--- src/rtl/park_access_ctrl.sv ---
// ---------------------------------------------------------------------------
// park_access_ctrl
//   Keypad-driven parking gate controller. A 7-digit BCD ID is typed on a
//   keypad and checked against up to four authorized IDs. In ENTRY mode a
//   valid ID that is not parked is admitted (if the lot is not full). In
//   EXIT mode a parked ID is let out. The GRANTED/DENIED result is held for
//   HOLD_CYCLES clocks, and then the controller returns to the mode it came
//   from. An administrator mode can clear all parked slots.
//
// Ports
//   iCLK        system clock, rising edge
//   iRST_N      asynchronous active-low reset
//   iPOWER      level, 0 = parking off (highest priority)
//   iADMIN      level, 1 = request administrator mode
//   iKEY_VALID  one-cycle strobe qualifying iKEY_CODE
//   iKEY_CODE   0-9 digit, A clear, B enter, C toggle entry/exit, D-F unused
//   LCD_State   0 ENTRY, 1 GRANTED, 2 DENIED, 3 EXIT, 4 ADMIN, 15 OFF
//   ID          7 BCD digits being typed / granted, MS digit in [27:24]
//   oGATE_OPEN  high exactly while LCD_State is GRANTED
//   oOCCUPIED   number of parked slots
// ---------------------------------------------------------------------------
module park_access_ctrl #(
    parameter logic [27:0] AUTH_ID0    = 28'h2021001,
    parameter logic [27:0] AUTH_ID1    = 28'h2021002,
    parameter logic [27:0] AUTH_ID2    = 28'h2021003,
    parameter logic [27:0] AUTH_ID3    = 28'h2021004,
    parameter int          CAPACITY    = 3,
    parameter int          HOLD_CYCLES = 50_000_000
) (
    input  logic        iCLK,
    input  logic        iRST_N,
    input  logic        iPOWER,
    input  logic        iADMIN,
    input  logic        iKEY_VALID,
    input  logic [3:0]  iKEY_CODE,
    output logic [3:0]  LCD_State,
    output logic [27:0] ID,
    output logic        oGATE_OPEN,
    output logic [2:0]  oOCCUPIED
);

    // State encodings equal the LCD codes, so the state register drives
    // LCD_State directly.
    typedef enum logic [3:0] {
        ST_ENTRY   = 4'd0,
        ST_GRANTED = 4'd1,
        ST_DENIED  = 4'd2,
        ST_EXIT    = 4'd3,
        ST_ADMIN   = 4'd4,
        ST_OFF     = 4'd15
    } state_t;

    // The hold timer counts 0 .. HOLD_CYCLES-1.
    localparam int             HW        = $clog2(HOLD_CYCLES);
    localparam logic [HW-1:0]  HOLD_LAST = HW'(HOLD_CYCLES - 1);
    localparam logic [2:0]     CAP       = 3'(CAPACITY);

    state_t         r_state,  w_state_nxt;
    logic           r_mode,   w_mode_nxt;    // 0 = ENTRY, 1 = EXIT
    logic [27:0]    r_id,     w_id_nxt;
    logic [2:0]     r_count,  w_count_nxt;
    logic [3:0]     r_parked, w_parked_nxt;
    logic [HW-1:0]  r_hold,   w_hold_nxt;
    logic           r_gate;
    logic [2:0]     r_occ;

    logic           w_match;
    logic [1:0]     w_slot;
    logic           w_grant;
    logic [2:0]     w_occ_nxt;

    // If an ID matches several slots, the lowest index wins.
    always_comb begin
        w_match = 1'b1;
        w_slot  = 2'd0;
        if      (r_id == AUTH_ID0) w_slot = 2'd0;
        else if (r_id == AUTH_ID1) w_slot = 2'd1;
        else if (r_id == AUTH_ID2) w_slot = 2'd2;
        else if (r_id == AUTH_ID3) w_slot = 2'd3;
        else                       w_match = 1'b0;
    end

    // Entering needs a free slot and room in the lot. Exiting needs the
    // slot to be parked.
    assign w_grant = (r_count == 3'd7) && w_match &&
                     (r_mode ? r_parked[w_slot]
                             : (!r_parked[w_slot] && (r_occ < CAP)));

    // NOTE: every signal written here gets a default first, so no path can
    // leave one unassigned and infer a latch.
    always_comb begin
        w_state_nxt  = r_state;
        w_mode_nxt   = r_mode;
        w_id_nxt     = r_id;
        w_count_nxt  = r_count;
        w_parked_nxt = r_parked;
        w_hold_nxt   = r_hold;

        if (!iPOWER) begin
            // Power off overrides everything. Parked bits survive.
            w_state_nxt = ST_OFF;
            w_id_nxt    = '0;
            w_count_nxt = '0;
            w_hold_nxt  = '0;
        end else begin
            unique case (r_state)
                ST_OFF: begin
                    w_state_nxt = ST_ENTRY;
                    w_mode_nxt  = 1'b0;
                end
                ST_ENTRY, ST_EXIT: begin
                    if (iADMIN) begin
                        w_state_nxt = ST_ADMIN;
                        w_id_nxt    = '0;
                        w_count_nxt = '0;
                    end else if (iKEY_VALID) begin
                        case (iKEY_CODE)
                            4'hA: begin
                                w_id_nxt    = '0;
                                w_count_nxt = '0;
                            end
                            4'hB: begin
                                w_hold_nxt = '0;
                                if (w_grant) begin
                                    // ID stays on display through GRANTED.
                                    w_state_nxt          = ST_GRANTED;
                                    w_parked_nxt[w_slot] = ~r_mode;
                                end else begin
                                    w_state_nxt = ST_DENIED;
                                    w_id_nxt    = '0;
                                    w_count_nxt = '0;
                                end
                            end
                            4'hC: begin
                                w_mode_nxt  = ~r_mode;
                                w_state_nxt = r_mode ? ST_ENTRY : ST_EXIT;
                                w_id_nxt    = '0;
                                w_count_nxt = '0;
                            end
                            default: begin
                                // Digits shift in until 7 are held. D-F
                                // fall through here and are ignored.
                                if (iKEY_CODE <= 4'd9 && r_count != 3'd7) begin
                                    w_id_nxt    = {r_id[23:0], iKEY_CODE};
                                    w_count_nxt = r_count + 3'd1;
                                end
                            end
                        endcase
                    end
                end
                ST_GRANTED, ST_DENIED: begin
                    // Keys and iADMIN are ignored until the hold expires.
                    if (r_hold == HOLD_LAST) begin
                        w_state_nxt = r_mode ? ST_EXIT : ST_ENTRY;
                        w_id_nxt    = '0;
                        w_count_nxt = '0;
                        w_hold_nxt  = '0;
                    end else begin
                        w_hold_nxt = r_hold + HW'(1);
                    end
                end
                ST_ADMIN: begin
                    if (!iADMIN) begin
                        w_state_nxt = ST_ENTRY;
                        w_mode_nxt  = 1'b0;
                    end else if (iKEY_VALID && iKEY_CODE == 4'hA) begin
                        w_parked_nxt = '0;
                    end
                end
                default: w_state_nxt = ST_OFF;
            endcase
        end
    end

    assign w_occ_nxt = 3'(w_parked_nxt[0]) + 3'(w_parked_nxt[1]) +
                       3'(w_parked_nxt[2]) + 3'(w_parked_nxt[3]);

    // NOTE: state is updated with non-blocking assignments so every flop
    // samples the pre-edge values, whatever order the statements run in.
    always_ff @(posedge iCLK or negedge iRST_N) begin
        if (!iRST_N) begin
            r_state  <= ST_OFF;
            r_mode   <= 1'b0;
            r_id     <= '0;
            r_count  <= '0;
            r_parked <= '0;
            r_hold   <= '0;
            r_gate   <= 1'b0;
            r_occ    <= '0;
        end else begin
            r_state  <= w_state_nxt;
            r_mode   <= w_mode_nxt;
            r_id     <= w_id_nxt;
            r_count  <= w_count_nxt;
            r_parked <= w_parked_nxt;
            r_hold   <= w_hold_nxt;
            r_gate   <= (w_state_nxt == ST_GRANTED);
            r_occ    <= w_occ_nxt;
        end
    end

    assign LCD_State  = r_state;
    assign ID         = r_id;
    assign oGATE_OPEN = r_gate;
    assign oOCCUPIED  = r_occ;

endmodule
--- config.mk ---
export PLATFORM = sky130hd
export DESIGN_NAME = park_access_ctrl
export DESIGN_NICKNAME = d
export VERILOG_FILES = /design/src/rtl/park_access_ctrl.sv
export SDC_FILE = /design/constraint.sdc
export NUM_CORES = 1
export LEC_CHECK = 0
export BUFFER_PORTS_ARGS = -buffer_cell sky130_fd_sc_hd__buf_2
export CAP_MARGIN = 20
export CORE_MARGIN = 2
export CORE_UTILIZATION = 60
export DETAILED_ROUTE_END_ITERATION = 6
export PLACE_DENSITY = 0.85
export RECOVER_POWER = 50
export SYNTH_ARGS = -nofsm -noshare
export SYNTH_HDL_FRONTEND = slang
export SYNTH_SLANG_ARGS = --single-unit
export TNS_END_PERCENT = 5
--- constraint.sdc ---
create_clock -name iCLK -period 6.5 [get_ports iCLK]
set_clock_uncertainty 0.05 [all_clocks]
set_input_delay 0.325 -clock iCLK [delete_from_list [all_inputs] [get_ports iCLK]]
set_output_delay 0.325 -clock iCLK [all_outputs]
set_load 0.1 [all_outputs]
== Word-level counts from Yosys, hierarchy flattened ==
Cells that the tools add are included.

* Register bits: 70
* Input bits: 9
* Output and inout bits: 36
* Logic and storage cells: 120

* Add/sub/neg operators: 5
* Magnitude comparators: 4
* Equality and inequality tests: 28
* Multiplexer cells: 59
* Bitwise gates (word level): 1
* Reductions and logical operators: 15

{| class="wikitable"
|+ Operators with widths
! cell !! number
|-
| 28-bit 2-to-1 mux || 6
|-
| 26-bit 2-to-1 mux || 5
|-
| 28-bit by 26-bit == test with 1-bit output (second input constant) || 4
|-
| 28-bit one-hot mux with 2 select lines || 2
|-
| 26-bit one-hot mux with 2 select lines || 1
|-
| 4-bit 2-to-1 mux || 12
|-
| 26-bit by 1-bit adder with 26-bit output (second input constant) || 1
|-
| 26-bit == test (second input constant) || 1
|-
| 3-bit 2-to-1 mux || 6
|-
| 4-bit == test (second input constant) || 4
|-
| 4-bit one-hot mux with 2 select lines || 2
|-
| 4-bit one-hot mux with 4 select lines || 1
|-
| 3-bit inequality test (second input constant) || 5
|-
| 2-bit 2-to-1 mux || 7
|-
| 3-bit one-hot mux with 2 select lines || 2
|-
| 1-bit 2-to-1 mux || 11
|-
| 4-bit by 1-bit == test with 1-bit output (second input constant) || 2
|-
| 4-bit by 2-bit == test with 1-bit output (second input constant) || 2
|-
| 2-bit inequality test (second input constant) || 4
|-
| 1-bit logical AND || 6
|-
| 6-bit inequality test (second input constant) || 1
|-
| 6-bit AND reduction || 1
|-
| 2-bit OR reduction || 3
|-
| 5-bit inequality test (second input constant) || 1
|-
| 22 further kinds || 22
|}

== Depth between registers and ports, before layout ==
Gate-level depths: netlist (run 1).

* Depth in word-level cells: 20
* Depth in mapped cells: 10
* Mapped depth without buffers: 10

== Least setup slack after synthesis (run 1) ==
OpenSTA, ideal clock, no wires.

* Path type: reg-to-reg
* From: register r_id[2] (netlist: ID[2])
* To: register r_occ[1] (netlist: oOCCUPIED[1])
* Setup time: 0.126 ns
* Arrival: 3.452 ns
* Required time: 6.324 ns
* Setup slack: 2.872 ns
* Cell stages (with the launch flop): 11
* Buffers on the path: 1
* Clock period less this slack: 3.628 ns
* Path through: dfrtp_1 -> buf_2 -> or4b_1 -> o31a_2 -> a21oi_4 -> o21ai_4 -> or3b_1 -> o21ai_0 -> fa_1 -> ha_1 -> ha_1

* Elaborated cells between the ends (all ways): 34
* Classes of those cells: add/sub: 3; order compare: 2; eq/ne: 4; mux: 20; reduce/logical: 5

{| class="wikitable"
|+ RTL lines
! item !! RTL line !! source
|-
| start, declared || 60 || <nowiki>logic [27:0] r_id, w_id_nxt;</nowiki>
|-
| start signal, assigned || 193 || <nowiki>r_id <= w_id_nxt;</nowiki>
|-
| parallel branches: the longest is 11 deep, another holds 2-bit by 3-bit < comparator with 1-bit output || -- ||
|-
| 4-bit 2-to-1 mux * || 124 || <nowiki>if (w_grant) begin</nowiki>
|-
| 4-bit 2-to-1 mux * || 117 || <nowiki>case (iKEY_CODE)</nowiki>
|-
| 4-bit 2-to-1 mux * || 116 || <nowiki>end else if (iKEY_VALID) begin</nowiki>
|-
| 4-bit 2-to-1 mux * || 112 || <nowiki>if (iADMIN) begin</nowiki>
|-
| 4-bit one-hot mux with 2 select lines * || 106 || <nowiki>unique case (r_state)</nowiki>
|-
| 4-bit 2-to-1 mux * || 99 || <nowiki>if (!iPOWER) begin</nowiki>
|-
| via w_parked_nxt[3] || 62 || <nowiki>logic [3:0] r_parked, w_parked_nxt;</nowiki>
|-
| 3-bit by 1-bit adder with 3-bit output * || 176 || <nowiki>3'(w_parked_nxt[2]) + 3'(w_parked_nxt[3]);</nowiki>
|-
| via w_occ_nxt[1] || 70 || <nowiki>logic [2:0] w_occ_nxt;</nowiki>
|-
| end signal, assigned || 198 || <nowiki>r_occ <= w_occ_nxt;</nowiki>
|-
| end, declared || 65 || <nowiki>logic [2:0] r_occ;</nowiki>
|}

Mark *: on every way through the listed nets, which the timed path passes. The select of a mux whose other input is x is not followed.
A chain may end at the register's enable or synchronous reset.

==> impl_metrics.yaml, run 1 <==
global_routing:
  grt_antenna_before_repair: 0
  grt_pass1_vias: 2907
  grt_max_degree: 71
  grt_pass1_wl_um: 14100
  grtUsageTotal_pct: 24.7
  grt_remaining_overflow: 0
power_and_ir_drop:
  combPwrFrac_pct: 23.1
  switching_share_pct: 34.7
  seqPwrFrac_pct: 41.3
  p_int_mw: 0.783
  p_per_area_mw_per_mm2: 282
  vdd_drop_max_uv: 236
  p_clk_share_pct: 35.6
  p_leak_nw: 1.97
  switchingPower_mw: 0.417
yosys:
  synth_cells: 384
  yosysMostFrequentCell: "dfrtp_1"
  post-synth-top-area-fraction_pct: 43.4
  synthFlopType: "dfrtp_1"
  syn_area_per_cell_um2: 9.91
  synthTopCellsByArea: "dfrtp_1, a22o_1, xor2_1"
  async_flop_share_pct: 100
  syn-num-nets: 399
  synth-edff-count: 0
  synth_seq_cells: 70
  yosysTopAreaCell: "dfrtp_1"
  seq_area_frac_synth_pct: 46.2
  synthTopCellsByCount: "dfrtp_1, nor2_1, nand2_1, a22o_1, o21ai_0"
  ys_types: 65
  yosys_warnings: 0
  syn_area_mm2: 0.00380
outcome:
  violations: "capacitance limit, slew limit"
  outcome: "finished with violations"
route:
  firstDrtPassIters: 5
  first_iter_violations: 273
  route.vias.total: 3208
  via_per_inst: 6.37
  wl_per_cell_um: 16.7
  drc: 0
  wl_um: 8410
  ant_nets: 0
clock_tree:
  ctsRootBufferMaster: "clkbuf_8"
  cts.sinks: 70
  htree_levels: 3
  cts.path.max_buffers: 2
  postCtsHoldBufs: 0
  clk_pin_slew_ns: 0.07
  cts_resized: 0
  cts_tree: "built"
  post_cts_buffers: 0
  clock_latency_ns: 0.35
  cts_buffers: 9
floorplan:
  pin_count: 45
  start_util_pct: 60.9
  dieArea_mm2: 0.00699
  die_x_um: 83.6
  core_area_mm2: 0.00624
  fp-row-count: 29
  die_height_um: 83.6
place:
  dp_hpwl_um: 5650
  placed_area_mm2: 0.00403
  gp_congestion: 0.947
  pre_cts_ws_ns: 3.36
  io_buffers: 44
sta:
  fin_ws_ns: 3.13
  max_slew_margin_pct: -140
  fin_tns_setup_ns: 0
  tightest_slew_ns: 3.59
  holdWs_ns: 0.184
  drv_slew: 71
  rsz0062_at_grt: "false"
  hold_viol: 0
  min_period_over_period_pct: 51.8
  setup_viol: 0
  period_minus_slack_ns: 3.37
  fmax_mhz: 297
worst_setup_path:
  required_ns: 6.09
  critPathLaunchType: "primary input"
  path_max_fanout: 70
  path_cells: "buf_2 > clkbuf_1"
  crit_arrival_ns: 2.95
  cpPeakStageDelay_ns: 2.51
  cp_slowest_cell: "clkbuf_1"
  cp-end-kind: "async pin"
  cp_num_buf_inv: 2
  crit_family: "buffers and inverters"
  path_class: "primary input to async pin"
final_layout:
  drive_above_1_share_pct: 15.2
  seq_area_mm2: 0.00176
  nNetsFinal: 437
  area_growth_pct: 11.9
  design_area_mm2: 0.00426
  diodes: 0
  fin_util_pct: 68.2
  nFillCells: 479
  multi_input_area_mm2: 0.00190
min_path:
  min_path_type: "primary input to register"
flow_run:
  maxCapViolCount: 1
-- state kept, by name, indices dropped and copies added (netlist names) --
| register | count |
|---|---|
| oOCCUPIED | 3 |
| oGATE_OPEN | 1 |
| LCD_State | 4 |
| r_mode | 1 |
| r_count | 3 |
| r_hold | 26 |
| r_parked | 4 |
| ID | 28 |
-- power groups by stage --
| stage | registers (mW) | clock network [mW] | logic [mW] |
|---|---|---|---|
| floorplan | 0.586 | 0 | 0.144 |
| global placement | 0.501 | 0 | 0.271 |
| detailed placement | 0.502 | 0 | 0.274 |
| CTS | 0.494 | 0.434 | 0.276 |
| global route | 0.498 | 0.455 | 0.297 |
| finish | 0.495 | 0.427 | 0.277 |
-- worst paths after layout --
check                                  start            to  slack, ns  depth (start not counted)
worst min register to register    r_hold[15]    r_hold[15]       0.43                          1
worst min-delay path                  iPOWER  LCD_State[2]       0.18                          2
worst max-delay path                  iRST_N     r_hold[1]       3.13                          2
max in group iCLK               LCD_State[1]  oOCCUPIED[1]       3.25                          8
min in group asynchronous             iRST_N    r_hold[20]       1.25                          2
worst max register to register  LCD_State[1]  oOCCUPIED[1]       3.25                          8
-- stage by stage --
stage                     total power, mW  instances
after floorplan                     0.729        384
after CTS                            1.20        503
after detailed placement            0.776        487
final                                1.20        504
after global placement              0.772        487
after global routing                 1.25        504
-- per-layer routing --
layer  GRT usage [%]  up-vias  share of wire (%)
met1            35.6     1564                 45
met2            37.5      126                 47
met3            5.74       24                6.3
met4            7.77        0                1.7
li1                -     1494                  -
met5               0        -                  0
-- final cells by class --
| cell class | count | share of cell area, % |
|---|---|---|
| clock buffers | 9 | 2.91 |
| repair buffers | 48 | 5.32 |
| well taps | 77 | 2.26 |
| flip-flops and latches | 70 | 41.3 |
| multi-input cells | 284 | 44.6 |
| inverters | 9 | 0.794 |
| clock inverters | 7 | 2.88 |
-- worst reg2reg max path, delay by kind of cell, from the launching register on --
family / cells / cell delay [ns]
xor gates and xnor gates: 1 / 0.31
and+or+nand+nor: 3 / 0.89
AOI/OAI and AO/OA: 1 / 0.16
adders and majority gates: 3 / 0.98
DFF: 1 / 0.76
-- kinds of logic (layout without fill, tap and decap cells) --
logic type      Yosys count  count (layout)  synth area share, %
compound gates           91              91                 18.5
xor+xnor                 19              19                 4.38
fa+ha+maj                 6               6                 2.17
buf+inv                  30              73                 3.95
flops                    70              70                 46.2
mux                       4               4                 1.09
simple gates            164             164                 23.8
-- placed cells by master, fill, tap and decap left out, types with 3 or more instances in the layout --
cell type,netlist,layout
nor4b_1,4,4
nor2b_1,3,3
and4_1,7,7
buf_4,1,3
nand2_1,32,32
xnor2_1,4,4
clkbuf_8,0,9
nand3b_1,5,5
a21oi_1,7,7
dfstp_2,4,3
nor4_1,5,5
a21o_1,3,3
a22o_1,27,27
mux2i_1,3,3
o21ai_0,23,23
a31oi_1,4,4
ha_1,5,5
bufinv_16,0,3
and2_1,3,3
xor2_1,15,15
nor2_1,33,33
or3_1,5,5
buf_2,3,28
and3_1,12,12
clkbuf_1,13,17
nand3_1,19,19
nor3b_1,4,4
inv_1,9,9
nor3_1,4,4
dfrtp_1,66,66
nand4_1,14,14
Note: power is estimated with default switching activity, not from simulation.
==> inputs of run 2 (changes only) <==
ABC_AREA = 1   (was default)
CORE_UTILIZATION = 59   (was 60)
PLACE_DENSITY = 0.83   (was 0.85)
clock period = 3.3 ns   (was 6.5 ns; I/O delays follow)
==> impl_metrics.yaml, run 2 <==
outcome:
  outcome: "finished with violations"
  violations: "capacitance limit, slew limit, setup timing"
place:
  placed_area_mm2: 0.00438
  dp_hpwl_um: 6690
  pre_cts_ws_ns: 0.0227
  io_buffers: 44
  gp_congestion: 0.860
final_layout:
  diodes: 0
  layout_commonest_cell: "nand2_1"
  largest_register_ffs: 28
  drive_above_1_share_pct: 28.4
  nFillCells: 535
  nNetsFinal: 619
  layout_common_cells: "nand2_1, inv_1, nor2_1, dfrtp_1, buf_2"
  design_area_mm2: 0.00481
  area_growth_pct: 17.8
yosys:
  ys_types: 42
  synth_simple_gate_area_share_pct: 33.8
  seq_area_frac_synth_pct: 43.0
  synth-edff-count: 0
  synthAdderAreaFrac_pct: 2.02
  synth_mux_area_share_pct: 0
  yosysMostFrequentCell: "nand2_1"
  post-synth-top-area-fraction_pct: 40.4
  syn-num-nets: 556
  synthTopCellsByCount: "nand2_1, dfrtp_1, inv_1, nor2_1, a21oi_1"
  async_flop_share_pct: 100
  syn_area_per_cell_um2: 7.55
  synth_seq_cells: 70
  yosysTopAreaCell: "dfrtp_1"
  synth_compound_area_share_pct: 12.2
  synthTopCellsByArea: "dfrtp_1, nand2_1, inv_1"
  synthFlopType: "dfrtp_1"
  synth_xor_area_share_pct: 0.214
  synth_top_family_by_area: "simple AND/OR/NAND/NOR gates"
  yosys_warnings: 0
  synth_cells: 541
  syn_area_mm2: 0.00409
clock_tree:
  cts_buffers: 9
  ctsRootBufferMaster: "clkbuf_8"
  clk_pin_slew_ns: 0.08
  clock_latency_ns: 0.35
  cts_tree: "built"
  cts.path.max_buffers: 2
  htree_levels: 3
  cts.sinks: 70
worst_setup_path:
  cp_common_cell: "nand2_1"
  crit_family: "simple AND/OR/NAND/NOR gates"
  path_cells: "inv_1 > nand2_1 > nor2_2 > nand2_4 > nor2_4 > nand2_2 > nand2_1 > nand2_1 > nand2_1 > nand2_1 > nand2_2 > nand2_2 > nand2_2 > nand4_1 > nor2_2 > nand2_1 > o211ai_1 > nand2_1 > fa_1 > ha_2 > ha_4"
  cp_num_buf_inv: 1
  crit_arrival_ns: 3.53
  path_class: "register to register"
  path_max_fanout: 4
  required_ns: 3.50
  cp_slowest_cell: "fa_1"
  critPathLaunchType: "register"
  cpPeakStageDelay_ns: 0.53
  cp-end-kind: "register"
sta:
  hold_viol: 0
  period_minus_slack_ns: 3.33
  fin_ws_ns: -0.0317
  tightest_slew_ns: 1.54
  min_period_over_period_pct: 101
  holdWs_ns: 0.0659
  max_slew_margin_pct: -2.58
  setup_viol: 1
  drv_slew: 29
  fmax_mhz: 300
route:
  ant_nets: 0
  drc: 0
  via_per_inst: 5.56
  wl_per_cell_um: 14.4
  route.vias.total: 3831
  wl_um: 9890
  first_iter_violations: 308
  firstDrtPassIters: 6
global_routing:
  grtUsageTotal_pct: 26.0
  grt_max_degree: 63
  grt_remaining_overflow: 0
  grt_pass1_vias: 3662
  grt_pass1_wl_um: 15700
  grt_antenna_before_repair: 0
floorplan:
  start_util_pct: 60.5
  fp-row-count: 30
  die_height_um: 87.2
  dieArea_mm2: 0.00761
  die_x_um: 87.2
  pin_count: 45
  core_area_mm2: 0.00676
min_path:
  min_path_type: "primary input to register"
flow_run:
  maxCapViolCount: 1
power_and_ir_drop:
  p_leak_nw: 2.22
  p_per_area_mw_per_mm2: 504
  vdd_drop_max_uv: 249
[run 2: cell count changes in the layout (fill, tap and decap cells not counted), sizes merged, moves of 6 or more]
cell	delta
nand2	+124
inv	+65
nor2	+31
a22o	-27
a21oi	+22
o21ai	+21
buf	+19
nor3	+15
xor2	-15
and3	-12
and4	-7
nand3	+6
[run 2: final timing paths]
kind | startpoint | end | slack [ns] | cells past startpoint
worst max register to register | ID[14] | oOCCUPIED[1] | -0.03 | 21
max in group asynchronous | iRST_N | ID[6] | 1.21 | 3
worst min register to register | r_hold[25] | r_hold[25] | 0.43 | 1
min in group asynchronous | iRST_N | ID[17] | 0.67 | 2
worst min-delay path | iKEY_CODE[3] | ID[3] | 0.07 | 3
worst max-delay path | ID[14] | oOCCUPIED[1] | -0.03 | 21
[run 2: worst min-delay path, cell delays in order]
cell	delay, ns
buf_2	0.13
nand2_1	0.07
o21ai_1	0.06
[run 2: metal layers]
metal	GRT usage (%)	wire length [µm]	vias up
li1	-	-	1885
met1	31.7	4120	1788
met2	45.3	5080	122
met3	3.13	387	36
met4	12.7	315	0
met5	0	0	-
[run 2: kinds of logic (layout without fill, tap and decap cells)]
family / after synthesis / count (layout)
AND/OR/NAND/NOR: 288 / 288
AO/OA/AOI/OAI: 90 / 90
buffers and inverters: 86 / 154
flip-flops: 70 / 70
adder cells (fa/ha/maj): 6 / 6
XOR/XNOR: 1 / 1
[run 2: cell type report]
type	instances	area, µm²	area share, %
multi-input combinational	385	2100	43.6
sequential	70	1790	37.2
timing repair buffer	64	357	7.41
inverter	74	278	5.77
clock buffer	13	169	3.51
tap	80	100	2.08
clock inverter	3	17.5	0.364
[run 2: power breakdown]
| part | leakage, nW | switching, mW | internal [mW] |
|---|---|---|---|
| sequential | 0.908 | 0.0655 | 0.936 |
| combinational | 1.22 | 0.630 | 0.145 |
| clock | 0.0954 | 0.318 | 0.332 |
[run 2: through the flow]
stage                     power, mW  util [%]  instances  setup TNS (ns)
after floorplan                1.61         -        541               0
after global placement         1.73      64.9        656               0
after detailed placement       1.74      64.9        656               0
after CTS                      2.38      67.8        673               0
after global routing           2.53      71.2        689          -0.350
final                          2.43      71.2        689         -0.0317
[run 2: repair_timing]
| item | in CTS | in global routing |
|---|---|---|
| hold endpoints to repair | 27 | 0 |
| gates resized for setup | 0 | 46 |
| endpoints found under the setup margin | 0 | 3 |
| hold buffers | 1 | 0 |
| buffers inserted | 0 | 16 |
==> inputs of run 3 (changes only) <==
CORE_UTILIZATION = 25   (was 59)
PLACE_DENSITY = 0.44   (was 0.83)
==> impl_metrics.yaml, run 3 (same netlist as run 2, synthesis figures left out) <==
final_layout:
  design_area_mm2: 0.00509
  fin_cells: 828
  area_growth_pct: 24.6
  nNetsFinal: 622
  largest_register_ffs: 28
  diodes: 0
  layout_commonest_cell: "nand2_1"
  layout_common_cells: "nand2_1, inv_1, nor2_1, dfrtp_1, dfrtp_2"
  drive_above_1_share_pct: 26.6
global_routing:
  grt_remaining_overflow: 0
  top_usage_layer: "met2"
  grt_antenna_before_repair: 0
  met2_usage_pct: 20.7
  use_met3_pct: 3.27
  grt_max_degree: 63
  grtUsageTotal_pct: 12.4
  grt_pass1_vias: 3534
  grt_util_met1_pct: 14.9
  grt_pass1_wl_um: 17300
power_and_ir_drop:
  p_leak_nw: 2.21
  power_mw: 2.75
  vdd_drop_max_uv: 278
  p_per_area_mw_per_mm2: 540
sta:
  max_slew_margin_pct: -24.8
  rsz0062_at_grt: "true"
  fmax_mhz: 319
  min_period_over_period_pct: 95.1
  tightest_slew_ns: 1.87
  hold_viol: 0
  fin_ws_ns: 0.161
  drv_slew: 35
  setup_viol: 0
  period_minus_slack_ns: 3.14
worst_setup_path:
  critPathLaunchType: "register"
  cp-end-kind: "register"
  crit_arrival_ns: 3.31
  path_class: "register to register"
  path_max_fanout: 4
  required_ns: 3.47
route:
  ant_nets: 0
  route.vias.total: 3608
  first_iter_violations: 137
  firstDrtPassIters: 4
  wl_per_cell_um: 12.6
  drc: 0
  via_per_inst: 4.36
  wl_um: 10400
place:
  gp_congestion: 0.841
  dp_hpwl_um: 7650
  placed_area_mm2: 0.00458
  place_inst: 796
  pre_cts_ws_ns: 0.0634
  io_buffers: 44
outcome:
  violations: "capacitance limit, slew limit"
  outcome: "finished with violations"
floorplan:
  core_area_mm2: 0.0159
  pin_count: 45
  fp-row-count: 46
  start_util_pct: 25.6
  dieArea_mm2: 0.0174
  die_height_um: 132
  die_x_um: 132
flow_run:
  maxCapViolCount: 1
clock_tree:
  cts_buffers: 9
  cts.path.max_buffers: 2
  clock_latency_ns: 0.34
  clk_pin_slew_ns: 0.06
  cts.sinks: 70
  cts_tree: "built"
  htree_levels: 3
  ctsRootBufferMaster: "clkbuf_16"
min_path:
  min_path_type: "primary input to register"
## run 3: cell types whose count changed in the layout (fill, tap and decap cells not counted), sizes merged
cell,change
clkbuf,+12
buf,-7
clkinv,-2
bufinv,+1
clkinvlp,-1
## run 3: routing by layer
metal  share of wire, %  wire [µm]  up-vias
met4                2.5        262        0
li1                   -          -     1892
met1                 46       4800     1655
met5                  0          0        -
met2                 49       5070       40
met3                2.8        287       21
## run 3: area by class of cell
class | count | area [µm²]
fill | 1699 | 10900
multi-input combinational | 385 | 2090
sequential | 70 | 1790
timing repair buffer | 67 | 364
inverter | 74 | 278
tap | 216 | 270
clock buffer | 15 | 268
clock inverter | 1 | 30.0
## run 3: final timing paths
path                                   start            to  slack (ns)  depth (start not counted)
worst max-delay path                  ID[14]  oOCCUPIED[1]        0.16                         21
worst min-delay path            iKEY_CODE[3]         ID[3]        0.09                          3
worst max register to register        ID[14]  oOCCUPIED[1]        0.16                         21
worst min register to register    r_hold[25]    r_hold[25]        0.42                          1
max in group asynchronous             iRST_N     r_hold[1]        0.83                          3
min in group asynchronous             iRST_N        ID[20]        0.83                          2
## run 3: where the power goes
part / total [mW] / internal (mW) / switching (mW)
Combinational: 0.763 / 0.143 / 0.620
Sequential: 1.00 / 0.937 / 0.0670
Clock: 0.980 / 0.628 / 0.353
Total: 2.75 / 1.71 / 1.04
## run 3: worst max-delay path, stage by stage (launching register included)
cell and delay [ns]:
dfrtp_2 0.43, inv_1 0.06, nand2_1 0.04, nor2_1 0.12
nand2_2 0.11, nor2_4 0.15, nand2_2 0.08, nand2_1 0.07
nand2_1 0.04, nand2_1 0.06, nand2_2 0.06, nand2_4 0.10
nand2_2 0.06, nand2_2 0.09, nand4_1 0.14, nor2_2 0.18
nand2_1 0.06, o211ai_1 0.10, nand2_1 0.12, fa_1 0.52
ha_2 0.18, ha_4 0.19
## run 3: repair_timing
action                     in CTS  in global routing
hold buffers                    1                  0
hold endpoints to repair       32                  0
buffers inserted                0                 15
setup endpoints to repair       0                  3
gates resized for setup         0                 44
## run 3: metrics by stage
stage                     utilization (%)  hold WS (ns)  TNS [ns]
after floorplan                         -        -0.181         0
after global placement               28.8         0.251         0
after detailed placement             28.8         0.253         0
after CTS                            30.7        0.0823         0
after global routing                 31.9         0.114    -0.180
final                                31.9        0.0887         0
